## src/rtl/memShare_config_pkg.sv

```systemverilog
// Shared configuration for the column-bank IB-LUT memShare datapath: geometry constants
// for the GP1/GP2 IB-RAMs and the preload FSM state type.
package memShare_config_pkg;

  localparam int QUAN_SIZE          = 3;
  localparam int GP1_COL_SEL_WIDTH  = 3;
  localparam int GP2_COL_SEL_WIDTH  = 3;
  localparam int GP1_COL_BANK_NUM   = 2 ** GP1_COL_SEL_WIDTH;
  localparam int GP2_COL_BANK_NUM   = 2 ** GP2_COL_SEL_WIDTH;
  localparam int GP1_RAM_ADDR_WIDTH = QUAN_SIZE + GP1_COL_SEL_WIDTH;
  localparam int GP2_RAM_ADDR_WIDTH = QUAN_SIZE + GP2_COL_SEL_WIDTH;
  localparam int GP1_VN_LOAD_CYCLE  = (2 ** QUAN_SIZE) * GP1_COL_BANK_NUM;
  localparam int GP2_VN_LOAD_CYCLE  = (2 ** QUAN_SIZE) * GP2_COL_BANK_NUM;

  // The shared address counter must cover the wider of the two banks.
  localparam int LOAD_SEL_WIDTH = (GP1_COL_SEL_WIDTH > GP2_COL_SEL_WIDTH) ?
                                  GP1_COL_SEL_WIDTH : GP2_COL_SEL_WIDTH;

  typedef enum logic [1:0] {
    IB_LOAD_IDLE,
    IB_LOAD_GP1,
    IB_LOAD_GP2,
    IB_LOAD_DONE
  } ib_load_state_e;

endpackage

```

## src/rtl/ib_load_addr_cnt.sv

```systemverilog
// Row/bank write-address counter: row is the inner (fast) index, bank the outer one.
// last_o flags the final address of the current pass, whose terminal bank is supplied by the caller.
module ib_load_addr_cnt #(
  parameter int QUAN_SIZE     = 3,
  parameter int COL_SEL_WIDTH = 3
) (
  input  logic                     clk_i,
  input  logic                     rst_i,
  input  logic                     clr_i,
  input  logic                     inc_i,
  input  logic [COL_SEL_WIDTH-1:0] last_bank_i,
  output logic [QUAN_SIZE-1:0]     row_o,
  output logic [COL_SEL_WIDTH-1:0] bank_o,
  output logic                     last_o
);

  logic [QUAN_SIZE-1:0]     row_q;
  logic [COL_SEL_WIDTH-1:0] bank_q;

  always_ff @(posedge clk_i) begin
    if (rst_i || clr_i) begin
      row_q  <= '0;
      bank_q <= '0;
    end else if (inc_i) begin
      row_q <= row_q + 1'b1;
      if (&row_q) begin
        bank_q <= bank_q + 1'b1;
      end
    end
  end

  assign row_o  = row_q;
  assign bank_o = bank_q;
  assign last_o = (&row_q) && (bank_q == last_bank_i);

endmodule

```

## src/rtl/ib_colbank_ram_loader.sv

```systemverilog
// Streams preload IB-LUT words into the GP1 then GP2 IB-RAM write ports.
// Handshake: a word moves when lut_valid & lut_ready at a rising edge; lut_ready never depends on lut_valid.
module ib_colbank_ram_loader
  import memShare_config_pkg::*;
(
  input  logic                          sys_clk,
  input  logic                          rst,
  input  logic                          load_start,
  input  logic                          load_gp1_en,
  input  logic                          load_gp2_en,
  input  logic                          load_abort,
  input  logic [QUAN_SIZE-1:0]          lut_data,
  input  logic                          lut_valid,
  output logic                          lut_ready,
  output logic                          gp1_we,
  output logic [GP1_RAM_ADDR_WIDTH-1:0] gp1_waddr,
  output logic [QUAN_SIZE-1:0]          gp1_wdata,
  output logic                          gp2_we,
  output logic [GP2_RAM_ADDR_WIDTH-1:0] gp2_waddr,
  output logic [QUAN_SIZE-1:0]          gp2_wdata,
  output logic                          load_busy,
  output logic                          load_done,
  output logic                          start_err,
  output ib_load_state_e                dbg_state
);

  ib_load_state_e state_q, state_d;
  logic gp2_en_q, gp2_en_d;
  // drain_q: the final word of the load was accepted; wait for its write strobe before DONE.
  logic drain_q, drain_d;

  logic                      transfer;
  logic                      cnt_clr;
  logic                      cnt_last;
  logic [QUAN_SIZE-1:0]      cnt_row;
  logic [LOAD_SEL_WIDTH-1:0] cnt_bank;
  logic [LOAD_SEL_WIDTH-1:0] last_bank;

  logic                          gp1_we_q, gp2_we_q;
  logic [GP1_RAM_ADDR_WIDTH-1:0] gp1_waddr_q;
  logic [GP2_RAM_ADDR_WIDTH-1:0] gp2_waddr_q;
  logic [QUAN_SIZE-1:0]          gp1_wdata_q, gp2_wdata_q;

  always_ff @(posedge sys_clk) begin
    if (rst) begin
      state_q  <= IB_LOAD_IDLE;
      gp2_en_q <= 1'b0;
      drain_q  <= 1'b0;
    end else begin
      state_q  <= state_d;
      gp2_en_q <= gp2_en_d;
      drain_q  <= drain_d;
    end
  end

  always_comb begin
    state_d  = state_q;
    gp2_en_d = gp2_en_q;
    drain_d  = drain_q;
    if (load_abort) begin
      state_d = IB_LOAD_IDLE;
      drain_d = 1'b0;
    end else begin
      case (state_q)
        IB_LOAD_IDLE: begin
          if (load_start) begin
            gp2_en_d = load_gp2_en;
            if (load_gp1_en)      state_d = IB_LOAD_GP1;
            else if (load_gp2_en) state_d = IB_LOAD_GP2;
          end
        end
        IB_LOAD_GP1: begin
          if (drain_q) begin
            state_d = IB_LOAD_DONE;
            drain_d = 1'b0;
          end else if (transfer && cnt_last) begin
            if (gp2_en_q) state_d = IB_LOAD_GP2;
            else          drain_d = 1'b1;
          end
        end
        IB_LOAD_GP2: begin
          if (drain_q) begin
            state_d = IB_LOAD_DONE;
            drain_d = 1'b0;
          end else if (transfer && cnt_last) begin
            drain_d = 1'b1;
          end
        end
        IB_LOAD_DONE: state_d = IB_LOAD_IDLE;
        default:      state_d = IB_LOAD_IDLE;
      endcase
    end
  end

  always_comb begin
    load_busy = (state_q == IB_LOAD_GP1) || (state_q == IB_LOAD_GP2);
    lut_ready = load_busy && !drain_q && !load_abort;
    load_done = (state_q == IB_LOAD_DONE);
    start_err = load_start && ((state_q != IB_LOAD_IDLE) || (!load_gp1_en && !load_gp2_en));
    dbg_state = state_q;
  end

  assign transfer  = lut_valid && lut_ready;
  assign cnt_clr   = load_abort || (transfer && cnt_last);
  assign last_bank = (state_q == IB_LOAD_GP2) ? LOAD_SEL_WIDTH'(GP2_COL_BANK_NUM - 1)
                                              : LOAD_SEL_WIDTH'(GP1_COL_BANK_NUM - 1);

  ib_load_addr_cnt #(
    .QUAN_SIZE     (QUAN_SIZE),
    .COL_SEL_WIDTH (LOAD_SEL_WIDTH)
  ) u_addr_cnt (
    .clk_i       (sys_clk),
    .rst_i       (rst),
    .clr_i       (cnt_clr),
    .inc_i       (transfer),
    .last_bank_i (last_bank),
    .row_o       (cnt_row),
    .bank_o      (cnt_bank),
    .last_o      (cnt_last)
  );

  always_ff @(posedge sys_clk) begin
    if (rst) begin
      gp1_we_q    <= 1'b0;
      gp1_waddr_q <= '0;
      gp1_wdata_q <= '0;
      gp2_we_q    <= 1'b0;
      gp2_waddr_q <= '0;
      gp2_wdata_q <= '0;
    end else begin
      gp1_we_q <= transfer && (state_q == IB_LOAD_GP1);
      gp2_we_q <= transfer && (state_q == IB_LOAD_GP2);
      if (transfer && (state_q == IB_LOAD_GP1)) begin
        gp1_waddr_q <= {cnt_bank[GP1_COL_SEL_WIDTH-1:0], cnt_row};
        gp1_wdata_q <= lut_data;
      end
      if (transfer && (state_q == IB_LOAD_GP2)) begin
        gp2_waddr_q <= {cnt_bank[GP2_COL_SEL_WIDTH-1:0], cnt_row};
        gp2_wdata_q <= lut_data;
      end
    end
  end

  assign gp1_we    = gp1_we_q;
  assign gp1_waddr = gp1_waddr_q;
  assign gp1_wdata = gp1_wdata_q;
  assign gp2_we    = gp2_we_q;
  assign gp2_waddr = gp2_waddr_q;
  assign gp2_wdata = gp2_wdata_q;

endmodule

```

## config.mk

```make
export PLATFORM = sky130hd
export DESIGN_NAME = ib_colbank_ram_loader
export DESIGN_NICKNAME = d
export VERILOG_FILES = /design/src/rtl/memShare_config_pkg.sv /design/src/rtl/ib_load_addr_cnt.sv /design/src/rtl/ib_colbank_ram_loader.sv
export SDC_FILE = /design/constraint.sdc
export NUM_CORES = 1
export LEC_CHECK = 0
export BUFFER_PORTS_ARGS = -buffer_cell sky130_fd_sc_hd__buf_2
export CAP_MARGIN = 40
export CORE_ASPECT_RATIO = 1.25
export CORE_MARGIN = 2
export CORE_UTILIZATION = 40
export CTS_CLUSTER_DIAMETER = 100
export CTS_CLUSTER_SIZE = 30
export DETAILED_ROUTE_END_ITERATION = 7
export PLACE_DENSITY = 0.7
export SETUP_SLACK_MARGIN = 0.5
export SLEW_MARGIN = 25
export SYNTH_ARGS = -nofsm -noshare
export SYNTH_HDL_FRONTEND = slang
export SYNTH_SLANG_ARGS = --single-unit
export TNS_END_PERCENT = 100
```

## constraint.sdc

```tcl
create_clock -name sys_clk -period 2.7 [get_ports sys_clk]
set_clock_uncertainty 0.2 [all_clocks]
set_input_delay 0.135 -clock sys_clk [delete_from_list [all_inputs] [get_ports sys_clk]]
set_output_delay 0.135 -clock sys_clk [all_outputs]
set_load 0.05 [all_outputs]
```

==> impl_results.md <==
- Status: finished clean
- DRC violations left: 0
- Clk root buf: clkbuf_8
- Routed Wire Length: 2970 um
- Cell Area, Synth: 0.00130 mm^2
- Register area share after synthesis: 46.2%
- Int Power: between 0.8 and 0.9 mW
- Top-count cell post-synth: dfxtp_1
- Vias in the first global route: 1088
- Number of H-tree levels: 2
- Yosys top cell area share: 46.2%
- DR vias: 1211
- Synth warn: 0
- FMAX: a little under 500 MHz
- Hold Crit Class: input pin to flip-flop
- Port bufs: 35
- Post-route ant nets: 0
- CTS Buffer Depth: 2
- Core area: between 0.003 and 0.004 mm^2
- CTS tree: built
- Crit. End Element: flip-flop
- Tmin final: 2.05 ns
- Share of cells above drive strength 1: 26.0%
- Power Total: 1.06 mW
- Die Y: around 68 um
- Slew Limit Fails: 0
- Total CTS buffers: 5
- Worst Path Arrival: 2.01 ns
- Tcrit/Tclk final: 76.0%
- Clk sinks: 30
- Sequential share of power: between 40% and 50%
- Logic gate share of total power: 8.0%
- Die footprint: 0.00372 mm^2
- Drt via density: about 5.3
- CP Class: flip-flop to flip-flop
- Wirelength per Cell: ~13 um
- Initial Util: 41.0%
- Dominant cell type by area after synthesis: dfxtp_1
- Prevailing post-synth register cell: dfxtp_1
- First-pass GRT wire length: 4640 um
- Max-Cap Viols: 0
- Syn Nets: 169
- Critical path's most frequent cell: nand2_1
- Gr ovfl total: 0
- LEAKAGE: 0.727 nW
- Setup_tns: 0 ns
- Chip width: 55.0 um
- Iteration-0 DRC Markers: 27
- FILL cells: 290
- Syn-to-layout area delta: 30.3%
- Power density cells: approximately 620 mW/mm^2
- # rows: 23
- RD Place Congestion: a little over 0.7
- RSZ-0062 raised after global routing: false
- Ports: 36
- Clock power frac: a little under 50%
- Slowest Stage Delay on Critical Path: 0.36 ns
- GRT Resource Usage Total: 17.9%
- Measured slew at the worst slew-check pin: 0.504 ns
- Initial antenna violation count: 0
- Slew Limit Headroom: 66.4%
- Synth cell types: 28
- Max IR drop VDD: 565 uV
- Net Switching: 0.225 mW
- Worst-path clk slew: 0.06 ns
- Commonest cells in the synthesized netlist: dfxtp_1 (30), nand2_1 (22), nand3_1 (20), a21oi_1 (19), nor2_1 (13)
- Area contributors post-synth: dfxtp_1 (46%), ha_1 (7.7%), nand3_1 (7.7%)
- Worst Setup Start Kind: flip-flop
- Setup Viol. Count Final: 0
- Sw Ratio: 21.3%
- Critical-path cell list: inv_1 > ha_4 > and4bb_2 > buf_4 > nand2_1 > nand2_1 > a21oi_1
- Largest net degree at the start of global routing: 23
- Ant diodes: 0
- Worst path required time: 2.66 ns
- Synth Instances: roughly 150
- HPWL after DPL: between 2000 and 2500 um
- Number of enable flip-flop cells after synthesis: 0
- Worst skew pair latency: 0.28 ns
- Hold_ws: 0.0368 ns
- Maximum fanout along the worst path: 13
- FFs w/ async S/R, synth: 0%
- # Post-CTS Setup Buffers: 0
- Post-synthesis sequential element count: 30
- Syn avg cell area: 8.60 um^2
- Crit-path slowest cell: dfxtp_2
- Hold Fails Final Rpt: 0
- TritonRoute pass-1 iters: 4
- Final nets: 209
[registers in the layout, summed over array words and instances (netlist names)]
register	count
gp1_waddr	6
gp2_waddr	6
gp1_wdata	3
gp2_wdata	3
u_addr_cnt.bank_o	3
u_addr_cnt.row_o	3
dbg_state	2
drain_q	1
gp1_we	1
gp2_en_q	1
gp2_we	1
[cell type report]
type                    count  area, um^2  share of cell area [%]
inverters                   3        11.3                   0.666
flip-flops and latches     30         606                    35.8
clock buffers               7         108                    6.36
clock inverters             1        30.0                    1.78
well taps                  37        46.3                    2.74
multi-input cells         110         661                    39.1
repair buffers             41         230                    13.6
[cell families after synthesis]
group	share of synthesized area (%)
AO/OA/AOI/OAI	13.6
buffers and inverters	4.24
AND/OR/NAND/NOR	23.0
flip-flops	46.2
adder cells (fa/ha/maj)	7.71
multiplexers	3.85
XOR/XNOR	1.35
[placed cells by master, fill, tap and decap left out, types with 2 or more instances in the layout]
| cell type | synthesis | layout |
|---|---|---|
| dfxtp_1 | 30 | 28 |
| dlygate4sd3_1 | 0 | 4 |
| xnor2_1 | 2 | 2 |
| buf_4 | 1 | 2 |
| inv_1 | 3 | 3 |
| nor2_1 | 13 | 13 |
| mux2i_1 | 5 | 5 |
| nand2_1 | 22 | 22 |
| ha_1 | 8 | 7 |
| and2_1 | 3 | 3 |
| a21oi_1 | 19 | 19 |
| buf_2 | 2 | 35 |
| clkbuf_8 | 0 | 6 |
| nand3_1 | 20 | 20 |
| o21ai_0 | 5 | 5 |
[critical path: cells and delay by family, from the launching register on]
kind	cells	cell delay [ns]
DFF	1	0.36
AOI/OAI and AO/OA	1	0.08
adders and majority gates	1	0.29
buffers and inverters	2	0.29
and+or+nand+nor	3	0.71
[power groups by stage]
stage | sequential (mW) | combinational (mW) | clock [mW]
5_1_grt | 0.448 | 0.0921 | 0.562
6_report | 0.448 | 0.0841 | 0.525
2_1_floorplan | 0.462 | 0.0540 | 0
4_1_cts | 0.448 | 0.0837 | 0.539
3_5_place_dp | 0.458 | 0.0791 | 0
3_3_place_gp | 0.457 | 0.0767 | 0
[layer usage]
layer	vias up	share of wire, %	GRT usage (%)
met5	-	0	0
met4	0	1.7	7.32
met3	6	5.6	7.30
met2	37	49	29.2
met1	568	43	20.4
li1	600	-	-
[what timing repair did]
item,4_1_cts,5_1_grt
endpoints found under the setup margin,0,18
endpoints found under the hold margin,7,0
hold buffers,4,0
resized for setup,0,1
[per-stage QoR]
stage                     util [%]  instance area (um^2)  std cells  worst slack (ns)
final                         53.4                  1690        229             0.647
after global routing          53.4                  1690        229             0.515
after CTS                     53.4                  1690        229             0.598
after detailed placement      47.8                  1510        217             0.620
after global placement        47.8                  1510        217             0.686
after floorplan                  -                  1320        151             0.505
[final timing paths]
path | from | endpoint | slack [ns] | cells past startpoint
worst max register to register | dbg_state[1]$_SDFFE_PP0P_ | gp2_wdata[2]$_SDFFE_PP0P_ | 0.65 | 7
worst min register to register | gp2_wdata[1]$_SDFFE_PP0P_ | gp2_wdata[1]$_SDFFE_PP0P_ | 0.26 | 2
worst min-delay path | load_abort | dbg_state[1]$_SDFFE_PP0P_ | 0.04 | 3
worst max-delay path | dbg_state[1]$_SDFFE_PP0P_ | gp2_wdata[2]$_SDFFE_PP0P_ | 0.65 | 7
Note: power is estimated with default switching activity, not from simulation.
